$ cat config.mk
export PLATFORM = sky130hd
export DESIGN_NAME = modif_sender
export DESIGN_NICKNAME = d
export VERILOG_FILES = /design/src/rtl/modif_sender.sv
export SDC_FILE = /design/constraint.sdc
export NUM_CORES = 1
export LEC_CHECK = 0
export CAP_MARGIN = 0
export CORE_ASPECT_RATIO = 0.8
export CORE_MARGIN = 1.5
export CORE_UTILIZATION = 40
export DETAILED_ROUTE_END_ITERATION = 6
export PLACE_DENSITY = 0.74
export SLEW_MARGIN = 10
export SYNTH_ARGS = -nofsm -noshare
export SYNTH_HDL_FRONTEND = slang
export SYNTH_SLANG_ARGS = --single-unit
export TNS_END_PERCENT = 5
$ cat constraint.sdc
create_clock -name clk -period 2.11 [get_ports clk]
set_input_delay 0.422 -clock clk [delete_from_list [all_inputs] [get_ports clk]]
set_output_delay 0.422 -clock clk [all_outputs]
set_load 0.005 [all_outputs]
$ cat src/rtl/modif_sender.sv
// Frame sender for the ModifChk dirty range: freezes the range via in_send, reads it from the
// shadow buffer and streams sync/start/length/data/checksum bytes over a valid/ready link.
module modif_sender #(
    parameter int          AW      = 8,
    parameter logic [7:0]  SYNC    = 8'hA5,
    parameter int          MIN_GAP = 1
) (
    input  logic          clk,
    input  logic          rst,
    input  logic          en,
    input  logic          is_modif,
    input  logic [AW-1:0] modif_start,
    input  logic [AW-1:0] modif_end,
    output logic          in_send,
    output logic          rd_stb,
    output logic [AW-1:0] rd_addr,
    input  logic [7:0]    rd_data,
    output logic [7:0]    tx_data,
    output logic          tx_valid,
    input  logic          tx_ready,
    output logic          busy
);

    localparam int GW = (MIN_GAP > 1) ? $clog2(MIN_GAP) : 1;
    localparam logic [GW-1:0] GAP_LAST = GW'(MIN_GAP - 1);

    typedef enum logic [3:0] {
        ST_IDLE   = 4'd0,
        ST_ARM    = 4'd1,
        ST_SYNC   = 4'd2,
        ST_HSTART = 4'd3,
        ST_HLEN   = 4'd4,
        ST_RD     = 4'd5,
        ST_RDW    = 4'd6,
        ST_DAT    = 4'd7,
        ST_CSUM   = 4'd8,
        ST_GAP    = 4'd9
    } state_t;

    function automatic logic [7:0] zext(input logic [AW-1:0] v);
        logic [7:0] r;
        r        = 8'h00;
        r[AW-1:0] = v;
        return r;
    endfunction

    function automatic logic [7:0] csum_add(input logic [7:0] sum, input logic [7:0] b);
        return sum + b;
    endfunction

    state_t        state_r, state_s;
    logic [AW-1:0] s_r, e_r, addr_r, addr_s;
    logic [7:0]    sum_r, sum_s;
    logic [7:0]    tx_data_r, tx_data_s;
    logic [GW-1:0] gap_cnt_r;
    logic          in_send_r, rd_stb_r, tx_valid_r, busy_r;
    logic [AW-1:0] rd_addr_r;
    logic          hs_s;

    assign hs_s     = tx_valid_r & tx_ready;
    assign in_send  = in_send_r;
    assign rd_stb   = rd_stb_r;
    assign rd_addr  = rd_addr_r;
    assign tx_data  = tx_data_r;
    assign tx_valid = tx_valid_r;
    assign busy     = busy_r;

    // Next-state, next byte, running checksum and address sequencing.
    always_comb begin
        state_s   = state_r;
        addr_s    = addr_r;
        sum_s     = sum_r;
        tx_data_s = tx_data_r;
        case (state_r)
            ST_IDLE: begin
                if (en && is_modif) state_s = ST_ARM;
                else                state_s = ST_IDLE;
            end
            ST_ARM: begin
                state_s   = ST_SYNC;
                addr_s    = modif_start;
                sum_s     = 8'h00;
                tx_data_s = SYNC;
            end
            ST_SYNC: begin
                if (hs_s) begin
                    state_s   = ST_HSTART;
                    tx_data_s = zext(s_r);
                end else begin
                    state_s = ST_SYNC;
                end
            end
            ST_HSTART: begin
                if (hs_s) begin
                    state_s   = ST_HLEN;
                    sum_s     = csum_add(sum_r, tx_data_r);
                    tx_data_s = zext(e_r - s_r);
                end else begin
                    state_s = ST_HSTART;
                end
            end
            ST_HLEN: begin
                if (hs_s) begin
                    state_s = ST_RD;
                    sum_s   = csum_add(sum_r, tx_data_r);
                end else begin
                    state_s = ST_HLEN;
                end
            end
            ST_RD:  state_s = ST_RDW;
            ST_RDW: begin
                state_s   = ST_DAT;
                tx_data_s = rd_data;
            end
            ST_DAT: begin
                if (hs_s) begin
                    sum_s = csum_add(sum_r, tx_data_r);
                    // Termination by compare keeps a full-buffer range from wrapping.
                    if (addr_r == e_r) begin
                        state_s   = ST_CSUM;
                        tx_data_s = sum_s;
                    end else begin
                        state_s = ST_RD;
                        addr_s  = addr_r + AW'(1);
                    end
                end else begin
                    state_s = ST_DAT;
                end
            end
            ST_CSUM: begin
                if (hs_s) state_s = ST_GAP;
                else      state_s = ST_CSUM;
            end
            ST_GAP: begin
                if (gap_cnt_r == GAP_LAST) state_s = ST_IDLE;
                else                       state_s = ST_GAP;
            end
            default: state_s = ST_IDLE;
        endcase
    end

    // State, datapath and registered outputs decoded from the next state.
    always_ff @(posedge clk or posedge rst) begin
        if (rst) begin
            state_r    <= ST_IDLE;
            s_r        <= '0;
            e_r        <= '0;
            addr_r     <= '0;
            sum_r      <= 8'h00;
            tx_data_r  <= 8'h00;
            gap_cnt_r  <= '0;
            in_send_r  <= 1'b0;
            rd_stb_r   <= 1'b0;
            rd_addr_r  <= '0;
            tx_valid_r <= 1'b0;
            busy_r     <= 1'b0;
        end else begin
            state_r   <= state_s;
            addr_r    <= addr_s;
            sum_r     <= sum_s;
            tx_data_r <= tx_data_s;
            if (state_r == ST_ARM) begin
                s_r <= modif_start;
                e_r <= modif_end;
            end
            if (state_r == ST_GAP && state_s == ST_GAP) gap_cnt_r <= gap_cnt_r + GW'(1);
            else                                        gap_cnt_r <= '0;
            in_send_r  <= (state_s != ST_IDLE) && (state_s != ST_GAP);
            busy_r     <= (state_s != ST_IDLE);
            tx_valid_r <= (state_s inside {ST_SYNC, ST_HSTART, ST_HLEN, ST_DAT, ST_CSUM});
            rd_stb_r   <= (state_s == ST_RD);
            if (state_s == ST_RD) rd_addr_r <= addr_s;
        end
    end

endmodule

Word level (Yosys, flattened, before mapping)
Index checks and enable logic that the tools add are counted.
{"block": "op_classes", "addsub": 4, "multipliers": 0, "n_div": 0, "order_cmp": 0, "n_eq_ne": 23, "shifts": 0, "muxes": 20, "n_bitwise": 1, "reduce_logical": 11}
{"cell": "$mux W8", "n": 7}
{"cell": "$pmux W4 S10", "n": 1}
{"cell": "$pmux W8 S5", "n": 1}
{"cell": "$pmux W8 S2", "n": 2}
{"cell": "$eq A4 B3 Y1 const B", "n": 7}
{"cell": "$eq A4 B2 Y1 const B", "n": 4}
{"cell": "$eq A4 B4 Y1 const B", "n": 4}
{"cell": "$mux W4", "n": 3}
{"cell": "$reduce_bool A5 Y1", "n": 2}
{"cell": "$add A8 B1 Y8 const B", "n": 1}
{"cell": "$add A8 B8 Y8", "n": 1}
{"cell": "$eq A8 B8 Y1", "n": 1}
{"cell": "$ne A2 B2 Y1 const B", "n": 4}
{"cell": "$sub A8 B8 Y8", "n": 1}
{"cell": "$mux W1", "n": 5}
{"cell": "$reduce_and A5 Y1", "n": 1}
{"cell": "$eq A4 B1 Y1 const B", "n": 1}
{"cell": "$logic_not A4 Y1", "n": 1}
{"cell": "$ne A4 B4 Y1 const B", "n": 1}
{"cell": "$reduce_bool A4 Y1", "n": 1}
{"cell": "$logic_and A1 B1 Y1", "n": 3}
{"cell": "$mux W3", "n": 1}
{"cell": "$reduce_or A3 Y1", "n": 1}
{"cell": "$ne A2 B1 Y1 const B", "n": 1}
{"cell": "other kinds (4)", "n": 4}
{"block": "totals", "reg_bits": 57, "latchBits": 0, "mem_bits_rw": 0, "rom_bits": 0, "input_bits": 29, "out_inout_bits": 20, "wordCells": 71, "mem_count": 0}

Longest topological paths before layout
Gate-level depths: netlist of the first run.
{"block": "logic_depth", "depth_word": 7, "ltp_mapped": 10}

Least setup slack after synthesis of the first run
OpenSTA, ideal clock, no wires.
{"block": "synth_path", "kind": "reg2reg", "from": "register tx_data_r[0], in the netlist tx_data[0]", "to": "register tx_data_r[4], in the netlist tx_data[4]", "setup_time_ns": 0.121, "arrival_ns": 1.996, "required_time_ns": 1.989, "setup_slack_ns": -0.007, "stages_incl_launch_ff": 9, "n_path_buf": 0, "period_less_slack_ns": 2.117, "path_cell_list": "dfrtp_1 -> ha_1 -> fa_1 -> a21o_1 -> a21oi_1 -> xnor2_1 -> a222oi_1 -> o21ai_0 -> a22o_1"}
{"block": "synth_via", "elab_chain_cells": 4}
{"element": "start, declared", "line": "54", "text": "logic [7:0] tx_data_r, tx_data_s;"}
{"element": "start signal, assigned", "line": "161", "text": "tx_data_r <= tx_data_s;"}
{"element": "$add A8 B8 Y8", "line": "48", "text": "return sum + b;"}
{"element": "$mux W8", "line": "119", "text": "if (addr_r == e_r) begin"}
{"element": "$mux W8", "line": "116", "text": "if (hs_s) begin"}
{"element": "$pmux W8 S5", "line": "74", "text": "case (state_r)"}
Every way passes these cells. The select of a mux whose other input is x is not followed.
A chain may end at the register's enable or synchronous reset.

Worst setup path in the final report of the first run
{"block": "layout_path", "from": "register state_r[1]", "to": "register rd_addr_r[2], in the netlist rd_addr[2]"}
{"block": "layout_via", "elab_chain_cells": 3, "elab_cells_between_ends": 13, "classes_between": "10 x eq/ne; 2 x mux; 1 x reduce/logical"}
{"element": "start, declared", "line": "51", "text": "state_t state_r, state_s;"}
{"element": "start signal, assigned", "line": "158", "text": "state_r <= state_s;"}
{"element": "$eq A4 B4 Y1, or another cell as far along", "line": "74"}
{"element": "$pmux W4 S10", "line": "74"}
{"element": "$eq A4 B3 Y1", "line": "172", "text": "if (state_s == ST_RD) rd_addr_r <= addr_s;"}
{"element": "end signal, assigned", "line": "172"}
{"element": "end, declared", "line": "57", "text": "logic [AW-1:0] rd_addr_r;"}
Several ways; a longest one is shown, not always the timed one.

==> key figures, run 1 <==
Cells and area
  – Final core area utilization: 0.556
  – Antenna cell count: 0
  – Area grow syn2layout: 35.0%
  – Fin cells: 585
  – Final net count: 514
  – Layout cells sized above 1: 0.207
  – Filler Cells Inserted: 778

Detailed routing
  – Remaining DRCs: 0
  – WL final: 9550 µm
  – Met2 wire length: 4530 µm
  – Met1 WL: 4410 µm
  – Iteration count of the initial detailed-routing pass: 4
  – Met3 WL: 467 µm
  – Vias: 3173
  – Starting DRT DRC Count: 223
  – Remaining antenna violation count after routing: 0
  – Drt wl/cell: 16.3 µm
  – Top layer in use: met4
  – Vias per Instance: 5.42

GRT
  – Largest net degree at the start of global routing: 58
  – Initial antenna violation count: 0
  – First-pass GRT wire length: 15300 µm
  – Vias in the first global route: 3071
  – Tot GR Track Use: 0.214
  – GRT overflow: 0

Critical path
  – Crit Reg-Reg Endpoint: rd_addr[2]$_DFFE_PP0P_
  – R2r setup slk: -0.02 ns
  – Critical path fanouts, max: 5
  – Worst Setup SP: state_r[1]$_DFF_PP0_
  – R2r startpoint: state_r[1]$_DFF_PP0_
  – Worst Path Required: 2.34 ns
  – CP Capture Type: register
  – Crit start category: register
  – Worst R2R Path Depth: 7
  – CP Data Arrival Time: 2.36 ns
  – Crit Path Class: register to register

Floorplan
  – Die area: 9310 µm²
  – Ports: 49
  – Die X: 108 µm
  – Die height: 86.6 µm
  – Core ar.: 8480 µm²
  – Initial Utilization: 0.412
  – Row cnt: 30

Placement
  – Port bufs: 48
  – DP Wirelength: 6990 µm
  – Dpl ws: -0.346 ns
  – GPL Wtd Cong: 0.888
  – DP Cell Count: 565

STA
  – Total negative slack: -0.0489 ns
  – Setup slack after layout: -0.0172 ns
  – RSZ-0062 raised after global routing: true
  – Setup violators final: 8
  – Slew Limit Fails: 0
  – Highest Clock Rate: 470 MHz
  – Min Tclk post-route: 2.13 ns
  – Clock Skew: 0.0115 ns
  – Final worst-path cycle share: 1.01
  – Hold Fails Final Rpt: 0

Power and ir drop
  – Lkg Pwr: 2.06 nW
  – Worst IR drop on VDD: 0.000810 V
  – Pwr Density: 1730 nW/µm²
  – Pwr Total: 0.00816 W

Status
  – Outcome: finished, violations left
  – Failing checks: negative setup slack

Logic synthesis
  – Yosys cell types: 61
  – Post-Syn Instances: 379
  – Mapped Area: 3500 µm²
  – Register bit total from synthesis: 57
  – Number of flops mapped to enable cells by yosys: 0
  – Synth Flop Type: dfrtp_1
  – Yosys Warn Count: 0
  – Syn Nets: 425
  – Async SR Flop Fraction: 1.00
  – Avg Inst Size Synth: 9.22 µm²
  – Sequential share of the synthesized area: 0.408

Clock tree
  – CTS buffer count: 9
  – Root Buffer: clkbuf_8
  – Reg clk slew, reported paths: 0.07 ns
  – Worst-skew pair later-pin latency: 0.34 ns
  – H-tree depth: 3
  – # clock sinks: 57
  – CTS tree: built
  – Maximum root-to-sink buffer count: 2

Flow run
  – Max-cap violations: 0

Worst hold path
  – Worst min-delay path class: input pin to asynchronous set/reset pin
state kept, by name (all words and copies together) (netlist names):
register	cells
e_r	8
rd_stb	1
gap_cnt_r	1
in_send	1
s_r	8
addr_r	8
sum_r	8
state_r	4
tx_valid	1
rd_addr	8
busy	1
tx_data	8
cell usage in the layout, fill, tap and decap left out, drive strengths merged, types with 5 or more instances in the layout:
cell and n:
xnor2 15, a21o 5, nand4 5, inv 17, clkbuf 11, nor2 19
nand2 69, nand2b 6, dfrtp 57, mux2 9, o21ai 32, a21oi 14
o211ai 5, o21a 5, mux2i 5, xor2 7, nand3 6, a221oi 5
nor3 6, clkdlybuf4s50 48, ha 15, buf 47
how the worst max path moves through the flow:
stage                                   to  cells past startpoint  slack, ns
floorplan           rd_addr[0]$_DFFE_PP0P_                      8      0.003
global placement    rd_addr[1]$_DFFE_PP0P_                      8      -0.25
detailed placement  rd_addr[3]$_DFFE_PP0P_                      8      -0.35
CTS                 rd_addr[2]$_DFFE_PP0P_                      7     -0.008
global route        tx_data[4]$_DFFE_PP0P_                      8      -0.11
finish              rd_addr[2]$_DFFE_PP0P_                      7      -0.02
cell usage after synthesis, types with 3 or more instances:
cell type | number | area [µm²]
xor2_1 | 7 | 61.3
nor2_1 | 19 | 71.3
nor3_1 | 5 | 25.0
mux2_4 | 8 | 120
or3_1 | 3 | 18.8
a21o_1 | 5 | 37.5
o211ai_1 | 5 | 37.5
xnor2_1 | 15 | 131
nand3_1 | 5 | 25.0
o2111ai_1 | 3 | 26.3
clkbuf_1 | 11 | 41.3
buf_6 | 3 | 33.8
and3_1 | 3 | 18.8
dfrtp_1 | 57 | 1430
a21oi_1 | 14 | 70.1
nand4_1 | 5 | 31.3
a211oi_1 | 4 | 30.0
a221oi_1 | 5 | 43.8
ha_1 | 15 | 188
a22o_1 | 3 | 26.3
inv_1 | 16 | 60.1
nand2b_1 | 6 | 37.5
and2_1 | 3 | 18.8
mux2i_1 | 5 | 50.1
nand2_1 | 69 | 259
o21ai_0 | 31 | 155
nor2b_1 | 4 | 25.0
o21a_1 | 5 | 37.5
a22oi_1 | 3 | 22.5
area by class of cell:
| cell class | instances | area, µm² | area share |
|---|---|---|---|
| multi-input combinational | 289 | 2000 | 0.424 |
| sequential | 57 | 1430 | 0.303 |
| timing repair buffer | 95 | 886 | 0.188 |
| clock buffer | 11 | 141 | 0.0300 |
| tap | 112 | 140 | 0.0297 |
| clock inverter | 5 | 63.8 | 0.0135 |
| inverter | 16 | 60.1 | 0.0127 |
worst max-delay path: stages, from the launching register on:
cell and delay [ns]:
dfrtp_1 0.38, or4_4 0.54, o22a_1 0.21, nand3_2 0.10, a22oi_2 0.05, or2_4 0.29
buf_12 0.15, mux2_4 0.30
where the power goes:
part	leakage [nW]	switching, W	internal, W
combinational	1.28	0.00249	0.00260
clock	0.100	0.000471	0.000586
sequential	0.683	0.000418	0.00159
total	2.06	0.00338	0.00478
what timing repair did:
| action | 4_1_cts | 5_1_grt |
|---|---|---|
| gates resized for setup | 14 | 12 |
| pin swaps | 6 | 3 |
| buffers inserted | 2 | 1 |
| cloned | 1 | 0 |
| hold buffers | 0 | 0 |
| endpoints found under the setup margin | 12 | 13 |
stage by stage:
stage | hold slack [ns] | cell area, µm²
after CTS | 0.451 | 4670
after global placement | 0.497 | 4380
after floorplan | 0.474 | 3500
after global routing | 0.463 | 4720
after detailed placement | 0.494 | 4380
final | 0.438 | 4720
layer usage:
metal / vias to the layer above / GRT usage
li1: 1528 / -
met1: 1546 / 0.289
met2: 88 / 0.348
met3: 11 / 0.0481
met4: 0 / 0.0622
met5: - / 0
cells by family after synthesis:
logic type	count (synthesis)	share of synthesized area
AOI/OAI and AO/OA	102	0.198
xor gates and xnor gates	22	0.0551
adders and majority gates	17	0.0651
buffers and inverters	33	0.0426
DFF	57	0.408
muxes	14	0.0519
other	1	0.00107
and+or+nand+nor	133	0.179
No activity file was read; power rests on OpenSTA's default activity.
==> inputs of run 2 (changes only) <==
==> constraint.sdc (replaced) <==
create_clock -name clk -period 1.8 [get_ports clk]
set_input_delay 0.36 -clock clk [delete_from_list [all_inputs] [get_ports clk]]
set_output_delay 0.36 -clock clk [all_outputs]
set_load 0.005 [all_outputs]
==> key figures, run 2 (synthesis gave the netlist of run 1 again) <==
Detailed routing
  – Iteration count of the initial detailed-routing pass: 4 (unchanged)
  – Remaining DRCs: 0 (unchanged)
  – Vias per Instance: 5.26 (was 5.42)
  – Remaining antenna violation count after routing: 0 (unchanged)
  – Vias: 3332 (was 3173)
  – Drt wl/cell: 16.5 µm (was 16.3 µm)
  – WL final: 10400 µm (was 9550 µm)
  – Starting DRT DRC Count: 135 (was 223)

Critical path
  – CP max stage cell: dfrtp_1 (was or4_4)
  – Worst Setup SP: tx_data[0]$_DFFE_PP0P_ (was state_r[1]$_DFF_PP0_)
  – Critical path fanouts, max: 2 (was 5)
  – R2r setup slk: -0.35 ns (was -0.02 ns)
  – R2r startpoint: tx_data[0]$_DFFE_PP0P_ (was state_r[1]$_DFF_PP0_)
  – Crit Path Class: register to register (unchanged)
  – Family with the most delay on the worst path: compound AO/OA/AOI/OAI gates (was simple AND/OR/NAND/NOR gates)
  – Crit start category: register (unchanged)
  – Buf+Inv Stages, Crit Path: 0 (was 1)
  – Crit-path max cell delay: 0.39 ns (was 0.54 ns)
  – CP Data Arrival Time: 2.38 ns (was 2.36 ns)
  – Cell Chain, Critical Path: ha_2, fa_2, a21o_1, a21oi_2, xnor2_2, a222oi_1, o21ai_1, a22o_1 (was or4_4, o22a_1, nand3_2, a22oi_2, or2_4, buf_12, mux2_4)
  – CP Capture Type: register (unchanged)
  – Worst Path Required: 2.03 ns (was 2.34 ns)

Placement
  – DP Cell Count: 614 (was 565)
  – Dpl ws: -0.583 ns (was -0.346 ns)
  – DP Area: 4750 µm² (was 4380 µm²)
  – GPL Wtd Cong: 0.907 (was 0.888)
  – Port bufs: 48 (unchanged)
  – DP Wirelength: 7870 µm (was 6990 µm)

STA
  – Hold Fails Final Rpt: 0 (unchanged)
  – Setup slack after layout: -0.348 ns (was -0.0172 ns)
  – Min Tclk post-route: 2.15 ns (was 2.13 ns)
  – Slew Limit Fails: 0 (unchanged)
  – Highest Clock Rate: 466 MHz (was 470 MHz)
  – Clock Skew: 0.00899 ns (was 0.0115 ns)
  – Final worst-path cycle share: 1.19 (was 1.01)
  – RSZ-0062 raised after global routing: true (unchanged)
  – Setup violators final: 19 (was 8)

Floorplan
  – Core ar.: 8480 µm² (unchanged)
  – Die area: 9310 µm² (unchanged)
  – Initial Utilization: 0.412 (unchanged)
  – Die height: 86.6 µm (unchanged)
  – Ports: 49 (unchanged)
  – Row cnt: 30 (unchanged)
  – Die X: 108 µm (unchanged)

Clock tree
  – Cts hold-fix bufs: 0 (unchanged)
  – CTS buffer count: 9 (unchanged)
  – CTS tree: built (unchanged)
  – H-tree depth: 3 (unchanged)
  – Maximum root-to-sink buffer count: 2 (unchanged)
  – Worst-skew pair later-pin latency: 0.35 ns (was 0.34 ns)
  – Root Buffer: clkbuf_8 (unchanged)
  – Reg clk slew, reported paths: 0.06 ns (was 0.07 ns)
  – # clock sinks: 57 (unchanged)

Cells and area
  – Fin cells: 633 (was 585)
  – Final net count: 562 (was 514)
  – Layout cells sized above 1: 0.294 (was 0.207)
  – Antenna cell count: 0 (unchanged)
  – Final instance area: 5090 µm² (was 4720 µm²)
  – Commonest cells after routing, fill and taps aside: 92 x buf_4, 68 x nand2_1, 56 x dfrtp_1 (was 69 x nand2_1, 56 x dfrtp_1, 48 x clkdlybuf4s50_1)
  – Area grow syn2layout: 45.5% (was 35.0%)
  – Most common cell after layout, fill and taps aside: buf_4 (was nand2_1)

GRT
  – Largest net degree at the start of global routing: 58 (unchanged)
  – Vias in the first global route: 3317 (was 3071)
  – GRT overflow: 0 (unchanged)
  – Initial antenna violation count: 0 (unchanged)
  – First-pass GRT wire length: 16500 µm (was 15300 µm)
  – Tot GR Track Use: 0.233 (was 0.214)

Power and ir drop
  – Worst IR drop on VDD: 0.00100 V (was 0.000810 V)
  – Pwr Density: 2050 nW/µm² (was 1730 nW/µm²)
  – Lkg Pwr: 2.31 nW (was 2.06 nW)

Worst hold path
  – Worst min-delay path class: input pin to asynchronous set/reset pin (unchanged)

Status
  – Outcome: finished, violations left (unchanged)
  – Failing checks: negative setup slack (unchanged)

Flow run
  – Max-cap violations: 0 (unchanged)
==> run 2: cell types whose count changed in the layout (fill, tap and decap cells not counted), moves of 2 or more <==
cell | before | now
nor2_1 | 17 | 15
clkinv_2 | 0 | 3
xnor2_1 | 13 | 11
buf_4 | 42 | 92
clkinv_4 | 2 | 0
nor2_2 | 1 | 3
==> run 2: worst reg2reg max path, cell delays in order (launching register included) <==
cell      delay, ns
dfrtp_1        0.39
ha_2           0.20
fa_2           0.34
a21o_1         0.22
a21oi_2        0.18
xnor2_2        0.09
a222oi_1       0.28
o21ai_1        0.13
a22o_1         0.20
==> run 2: metrics by stage <==
step / TNS (ns) / utilization / total power (W) / hold slack [ns]
6_report: -3.97 / 0.600 / 0.0104 / 0.357
5_1_grt: -5.98 / 0.600 / 0.0112 / 0.412
4_1_cts: -4.47 / 0.589 / 0.0101 / 0.388
3_5_place_dp: -11.17 / 0.559 / 0.00872 / 0.493
3_3_place_gp: -8.18 / 0.559 / 0.00845 / 0.498
2_1_floorplan: -3.05 / - / 0.00584 / 0.465
==> run 2: layout make-up <==
cell class                      count  area, µm²
Tap cell                          112        140
Clock inverter                      3       15.0
Inverter                           16       60.1
Fill cell                         729       3400
Timing Repair Buffer              143       1220
Multi-Input combinational cell    289       2060
Clock buffer                       13        159
Sequential cell                    57       1430
==> run 2: power breakdown <==
group | total [W] | switching [W] | internal [W]
combinational | 0.00700 | 0.00330 | 0.00370
clock | 0.00110 | 0.000529 | 0.000568
sequential | 0.00232 | 0.000457 | 0.00187
==> run 2: per-layer routing <==
metal,share of wire,GRT usage,wire (µm),vias to the layer above
met1,0.45,0.299,4680,1621
li1,-,-,-,1633
met5,0,0,0,-
met3,0.042,0.0571,438,12
met2,0.50,0.394,5190,66
met4,0.012,0.0610,127,0
==> run 2: what timing repair did <==
action,CTS,global route
pin swaps,12,11
resized for setup,17,18
setup buffers,1,2
setup endpoints to repair,30,30
==> run 2: worst paths after layout <==
kind                                          end  cells after the start
min                        rd_addr[5]$_DFFE_PP0P_                      3
max reg2reg                tx_data[4]$_DFFE_PP0P_                      8
max in group asynchronous      e_r[1]$_DFFE_PP0P_                      3
max                        tx_data[4]$_DFFE_PP0P_                      8
min reg2reg                rd_addr[5]$_DFFE_PP0P_                      1
min in group clk           rd_addr[5]$_DFFE_PP0P_                      1
